`src/rtl/mac_window.sv`:
```
// mac_window: streaming multiply-accumulate over a sliding window of
// N = 2P+1 consecutive valid samples.
// Result = sum of w[2i]*w[2i+1] for i < P, plus w[2P].
// The datapath is two registered stages: products, then sum/saturate.
// Overflow is reported whenever the full-precision sum does not fit in DW bits.
module mac_window #(
  parameter int DW  = 32,
  parameter int P   = 1,
  parameter bit SAT = 1'b0
) (
  input  logic          clk,
  input  logic          rst,
  input  logic          clr,
  input  logic          validi,
  input  logic [DW-1:0] data_in,
  output logic          valido,
  output logic [DW-1:0] data_out,
  output logic          ovf,
  output logic          primed
);

  localparam int N  = 2 * P + 1;
  localparam int FW = $clog2(N + 1);
  localparam int PW = 2 * DW;
  localparam int SW = 2 * DW + $clog2(P + 1);

  // Window and fill tracking
  logic [DW-1:0] win_q [N];
  logic [DW-1:0] win_d [N];
  logic [FW-1:0] fill_q, fill_d;
  logic          primed_q, primed_d;

  // Stage 1: products and addend
  logic [PW-1:0] prod_q [P];
  logic [PW-1:0] prod_d [P];
  logic [DW-1:0] addend_q, addend_d;
  logic          s1_valid_q, s1_valid_d;

  // Stage 2: output registers
  logic          valid_out_q, valid_out_d;
  logic [DW-1:0] data_q, data_d;
  logic          ovf_q, ovf_d;

  // Full-precision sum of stage-1 contents
  logic [SW-1:0] sum;
  logic          sum_ovf;

  // Shift a new sample into the window and track the run length; a gap or flush restarts the run
  always_comb begin
    win_d  = win_q;
    fill_d = fill_q;
    if (clr) begin
      fill_d = '0;
    end else if (validi) begin
      for (int i = 0; i < N - 1; i++) begin
        win_d[i] = win_q[i + 1];
      end
      win_d[N-1] = data_in;
      if (fill_q != FW'(N)) begin
        fill_d = fill_q + FW'(1);
      end
    end else begin
      fill_d = '0;
    end
    primed_d = (fill_d == FW'(N));
  end

  // Form pair products from a full window; primed_q means the last edge completed a window
  always_comb begin
    prod_d     = prod_q;
    addend_d   = addend_q;
    s1_valid_d = primed_q && !clr;
    if (primed_q) begin
      for (int i = 0; i < P; i++) begin
        prod_d[i] = PW'(win_q[2*i]) * PW'(win_q[2*i+1]);
      end
      addend_d = win_q[2*P];
    end
  end

  // Add products and addend at full width, then wrap or saturate into the output registers
  always_comb begin
    sum = SW'(addend_q);
    for (int i = 0; i < P; i++) begin
      sum = sum + SW'(prod_q[i]);
    end
    sum_ovf = |sum[SW-1:DW];

    valid_out_d = s1_valid_q && !clr;
    data_d      = data_q;
    ovf_d       = ovf_q;
    if (s1_valid_q && !clr) begin
      data_d = (SAT && sum_ovf) ? {DW{1'b1}} : sum[DW-1:0];
      ovf_d  = sum_ovf;
    end
  end

  // State registers with asynchronous reset clearing window, pipeline and outputs
  always_ff @(posedge clk or posedge rst) begin
    if (rst) begin
      for (int i = 0; i < N; i++) begin
        win_q[i] <= '0;
      end
      for (int i = 0; i < P; i++) begin
        prod_q[i] <= '0;
      end
      fill_q      <= '0;
      primed_q    <= 1'b0;
      addend_q    <= '0;
      s1_valid_q  <= 1'b0;
      valid_out_q <= 1'b0;
      data_q      <= '0;
      ovf_q       <= 1'b0;
    end else begin
      win_q       <= win_d;
      prod_q      <= prod_d;
      fill_q      <= fill_d;
      primed_q    <= primed_d;
      addend_q    <= addend_d;
      s1_valid_q  <= s1_valid_d;
      valid_out_q <= valid_out_d;
      data_q      <= data_d;
      ovf_q       <= ovf_d;
    end
  end

  assign valido   = valid_out_q;
  assign data_out = data_q;
  assign ovf      = ovf_q;
  assign primed   = primed_q;

endmodule
```
`config.mk`:
```
export PLATFORM = sky130hd
export DESIGN_NAME = mac_window
export DESIGN_NICKNAME = d
export VERILOG_FILES = /design/src/rtl/mac_window.sv
export SDC_FILE = /design/constraint.sdc
export NUM_CORES = 2
export LEC_CHECK = 0
export CAP_MARGIN = 10
export CORE_AREA = 2 2 277 279
export CTS_BUF_LIST = sky130_fd_sc_hd__clkbuf_16
export DETAILED_ROUTE_END_ITERATION = 7
export DIE_AREA = 0 0 279 281
export PLACE_DENSITY = 0.72
export SLEW_MARGIN = 20
export SYNTH_ARGS = -nofsm -noshare
export SYNTH_HDL_FRONTEND = slang
export SYNTH_SLANG_ARGS = --single-unit
```
`constraint.sdc`:
```
create_clock -name clk -period 10.7 [get_ports clk]
set_clock_uncertainty 0.15 [all_clocks]
set_input_delay 1.07 -clock clk [delete_from_list [all_inputs] [get_ports clk]]
set_output_delay 1.07 -clock clk [all_outputs]
set_load 0.01 [all_outputs]
```
After elaboration in Yosys (flattened, before gate mapping)
Index checks and enable logic that the tools add are counted.

Flip-flop bits (word level): 230. Input bits: 36. Output and inout bits: 35. Word-level logic and storage cells: 25.

Add/subtract/negate cells: 2. Multiply operators: 1. Equal/unequal tests: 2. Mux-type cells: 3. Bitwise operators: 1. Reduce and logical (&&, ||, !) cells: 5.

Operator list (number): $add 32x64->65 (1); $mul 32x32->64 (1); $reduce_or 33->1 (1); $mux 2 (3); $add 2x1->2 const B (1); $eq 2x2->1 const B (1); $logic_and 1x1->1 (2); $ne 2x2->1 const B (1); $reduce_and 2->1 (1); $logic_not 1->1 (1); $not 1->1 (1).

Logic depth before layout (Yosys ltp)
Word-level depth: 5. Mapped depth: 30. Gate-level depth less buffers: 28.

Worst setup path after synthesis
No wires, ideal clock.

Path type: register to register. Start point: register win_q[43] (netlist name). End point: register prod_q[62] (netlist name). Library setup time: 138 ps. Arrival time: 7316 ps. Required time: 10412 ps. Slack: 3096 ps. Cell stages (with the launch flop): 30. Path buffers: 2. Period minus slack after synthesis: 7604 ps. Cell sequence: dfrtp_1 > clkbuf_1 > nand2_1 > fa_1 > inv_1 > fa_1 > inv_1 > fa_1 > inv_1 > fa_1 > inv_1 > fa_1 > inv_1 > fa_1 > fa_1 > inv_1 > fa_1 > inv_1 > ha_1 > buf_2 > a21oi_2 > o21ai_1 > a2111oi_0 > o21ai_0 > a41oi_1 > a31oi_2 > a21oi_2 > o21ai_1 > and4b_1 > or4_1.

Word-level cells in the longest chain between the ends: 1.

RTL lines: from (decl) (RTL line 28) `logic [DW-1:0] win_q [N];`; from (signal assigned) (RTL line 115) `win_q <= win_d;`; $mul 32x32->64 (RTL line 75) `prod_d[i] = PW'(win_q[2*i]) * PW'(win_q[2*i+1]);`; to (signal assigned) (RTL line 116) `prod_q <= prod_d;`; to (decl) (RTL line 34) `logic [PW-1:0] prod_q [P];`.

No other way between the ends. A chain may end at the register's enable or synchronous reset.

Worst setup path after layout
Start point: register win_q[79] (netlist name). End point: register prod_q[57] (netlist name).

The elaborated chain is that of the path after synthesis.

==> metrics.md <==
| Metric | Value |
|---|---|
| Crit-path max FO | `19` |
| Die ar. | `~0.08 mm2` |
| Count leader, synth | `inv_1` |
| Setup-failing EPs final | `0` |
| Worst EP arrival | `between 9 and 10 ns` |
| Share of layout cells above drive strength 1 | `5.19%` |
| Max-Cap Viols | `0` |
| Cell Area, Synth | `0.0448 mm2` |
| RSZ-0062 raised after global routing | `no` |
| I/O Buffers | `70` |
| Top cell type's share of synthesized area | `40.1%` |
| Detailed placement HPWL | `95.3 mm` |
| Kind of critical path | `reg -> reg` |
| Final max-slew violation count | `0` |
| Initial DRT Pass Iterations | `6` |
| Vias in the first global route | `between 30,000 and 40,000` |
| CTS tree | `done` |
| Seq/Total Area, Yosys | `roughly 13%` |
| Critical-path cell list | `buf_4, and2_1, fa_1, fa_1, inv_1, fa_1, fa_1, fa_1, inv_1, fa_1, fa_1, inv_1, fa_1, inv_1, ha_1, a21oi_1, o21ai_0, a2111oi_0, o32a_1, o2111ai_1, a31oi_1, o21ai_1, xor2_1, mux2_2` |
| Global-route wire length before repair | `about 190 mm` |
| Hold WC Path Type | `reg -> reg` |
| DRT iter0 DRCs | `2,215` |
| Final Cycle Share | `83.8%` |
| Number of H-tree levels | `1` |
| Largest stage delay on the critical path | `about 0.80 ns` |
| ANT nets after route | `0` |
| Fmax | `approximately 110 MHz` |
| Most frequent cell on the critical path | `fa_1` |
| Ys Warns | `0` |
| Routability cong. | `around 0.96` |
| Tmin final | `8.96 ns` |
| CP Launch Type | `flip-flop` |
| Post-route setup TNS | `0 ns` |
| Routed length per instance | `20.3 um` |
| Most used flip-flop cell after synthesis | `dfrtp_1` |
| Tot GR Track Use | `31.7%` |
| Post-CTS Setup Repair Bufs | `0` |
| Syn Inst Count | `just under 5,000` |
| Clk pin slew, worst setup/hold paths | `about 0.060 ns` |
| CTS buffer count | `27` |
| FF+latch count, synth | `230` |
| CTS Buffer Depth | `3` |
| Via density | `5.62` |
| Ys async rst share | `100%` |
| Clock root buffer | `clkbuf_16` |
| Slew margin rel. | `between 20% and 30%` |
| Num rows | `between 100 and 150` |
| Core area | `0.0754 mm2` |
| Synth cell count leaders | `inv_1 (921), fa_1 (897), nand2_1 (847)` |
| Area occupied by multi-input gates | `0.0345 mm2` |
| Via Count | `32,600` |
| Status | `finished, final reports clean` |
| Cell taking the most area after synthesis | `fa_1` |
| Synthesis-to-finish area growth | `5.19%` |
| Crit-path slowest cell | `a2111oi_0` |
| Overflow after GRT | `0` |
| DRC | `0` |
| Initial Util | `between 50% and 60%` |
| Post-synth EDFFs | `0` |
| Sink Count | `between 200 and 250` |
| Fin nets | `between 6,000 and 7,000` |
| Die Ht | `~280 um` |
| Fillers | `between 6,000 and 7,000` |
| Post-CTS sizing | `0` |
| Area contributors post-synth | `fa_1 (40%), dfrtp_1 (13%), and2_1 (8.4%)` |
| Routed WL | `118 mm` |
| Worst-margin pin slew | `approximately 1.1 ns` |
| Initial antenna violation count | `2` |
| Ports | `71` |
| Die width | `approximately 280 um` |
| Synthesized Nets | `6,120` |
| FF/Latch Area | `0.00576 mm2` |
| Mean Syn Cell Area | `roughly 9 um2` |
| Synth unique cells | `87` |
| Hold Buf Count CTS | `0` |
| Hold Slack | `0.294 ns` |
| CP required | `11.01 ns` |
| Clk_lat worst skew | `slightly below 0.6 ns` |
| Final hold violations | `0` |
| Largest net degree at the start of global routing | `95` |
| Worst Setup End Kind | `flip-flop` |
==> logic make-up (layout without fill, tap and decap cells) <==
kind of cell / after synthesis / after routing / synth area share (%)
simple gates: 1693 / 1693 / 18.6
other cells: 0 / 1 / 0
flops: 230 / 230 / 12.9
buf+inv: 1189 / 1118 / 10.1
xor+xnor: 94 / 94 / 1.84
compound gates: 403 / 403 / 5.98
fa+ha+maj: 1192 / 1192 / 48.3
mux: 91 / 91 / 2.27
==> critical path, delay by kind of cell, from the launching register on <==
family / cells / cell delay [ns]
mux: 1 / 0.26
buf+inv: 5 / 0.56
fa+ha+maj: 9 / 4.48
compound gates: 7 / 2.31
flops: 1 / 0.76
xor+xnor: 1 / 0.15
simple gates: 1 / 0.17
==> layout make-up <==
| class | instances | area share (%) |
|---|---|---|
| Antenna cell | 1 | 0.00531 |
| Inverter | 922 | 7.36 |
| Clock buffer | 27 | 1.43 |
| Clock inverter | 23 | 0.364 |
| Multi-Input combinational cell | 3473 | 73.3 |
| Sequential cell | 230 | 12.2 |
| Tap cell | 978 | 2.60 |
| Timing Repair Buffer | 146 | 2.72 |
==> final timing paths <==
kind	from	endpoint	slack, ns	cells past startpoint
worst min-delay path	fill_q[0]$_DFF_PP0_	fill_q[0]$_DFF_PP0_	0.29	1
min in group asynchronous	rst	data_out[2]$_DFFE_PP0P_	0.84	2
worst min register to register	fill_q[0]$_DFF_PP0_	fill_q[0]$_DFF_PP0_	0.29	1
max in group asynchronous	rst	win_q[78]$_DFFE_PP0P_	7.24	4
worst max-delay path	win_q[79]$_DFFE_PP0P_	prod_q[57]$_DFFE_PP0P_	1.74	24
worst max register to register	win_q[79]$_DFFE_PP0P_	prod_q[57]$_DFFE_PP0P_	1.74	24
==> layout by cell type (no fill, tap or decap), types with 15 or more instances in the layout <==
master	synthesis	final
mux2_2	84	84
ha_1	295	295
a21oi_1	105	105
o2111ai_1	15	15
clkdlybuf4s50_1	0	70
nor3_1	19	19
inv_1	921	923
clkbuf_16	0	27
and3_1	21	21
nand3_1	33	33
a21o_1	51	51
fa_1	897	897
nor2_1	62	62
xnor2_1	63	63
and2_1	599	599
buf_4	7	75
o21bai_1	17	17
xor2_1	31	31
o21ai_0	83	83
nand4_1	26	26
dfrtp_1	230	229
nand2_1	847	847
==> stage by stage <==
step                instance area, um2  std cells  setup WS [ns]  utilization, %
finish                           47100       5800           1.74            62.4
global route                     47100       5799           1.36            62.4
CTS                              47100       5799           1.80            62.4
detailed placement               46300       5749           1.86            61.3
global placement                 46300       5749           1.96            61.3
floorplan                        44800       4892           3.10               -
==> routing by layer <==
layer / up-vias / part of all wire (%) / GRT usage (%) / routed length (um)
li1: 14600 / - / - / -
met1: 16600 / 44 / 45.9 / 51800
met2: 1258 / 43 / 47.1 / 50800
met3: 180 / 10 / 9.57 / 12300
met4: 4 / 2.5 / 7.62 / 3010
met5: - / 0.020 / 0 / 23
==> flip-flops by register name, indices dropped and copies added (netlist names) <==
signal      count
win_q          96
prod_q         64
addend_q       32
data_out       32
fill_q          2
ovf             1
primed          1
s1_valid_q      1
valido          1
Power is left out: the tool's default activity adds up to more than one toggle a clock period on the data nets, which glitch-free logic cannot reach.
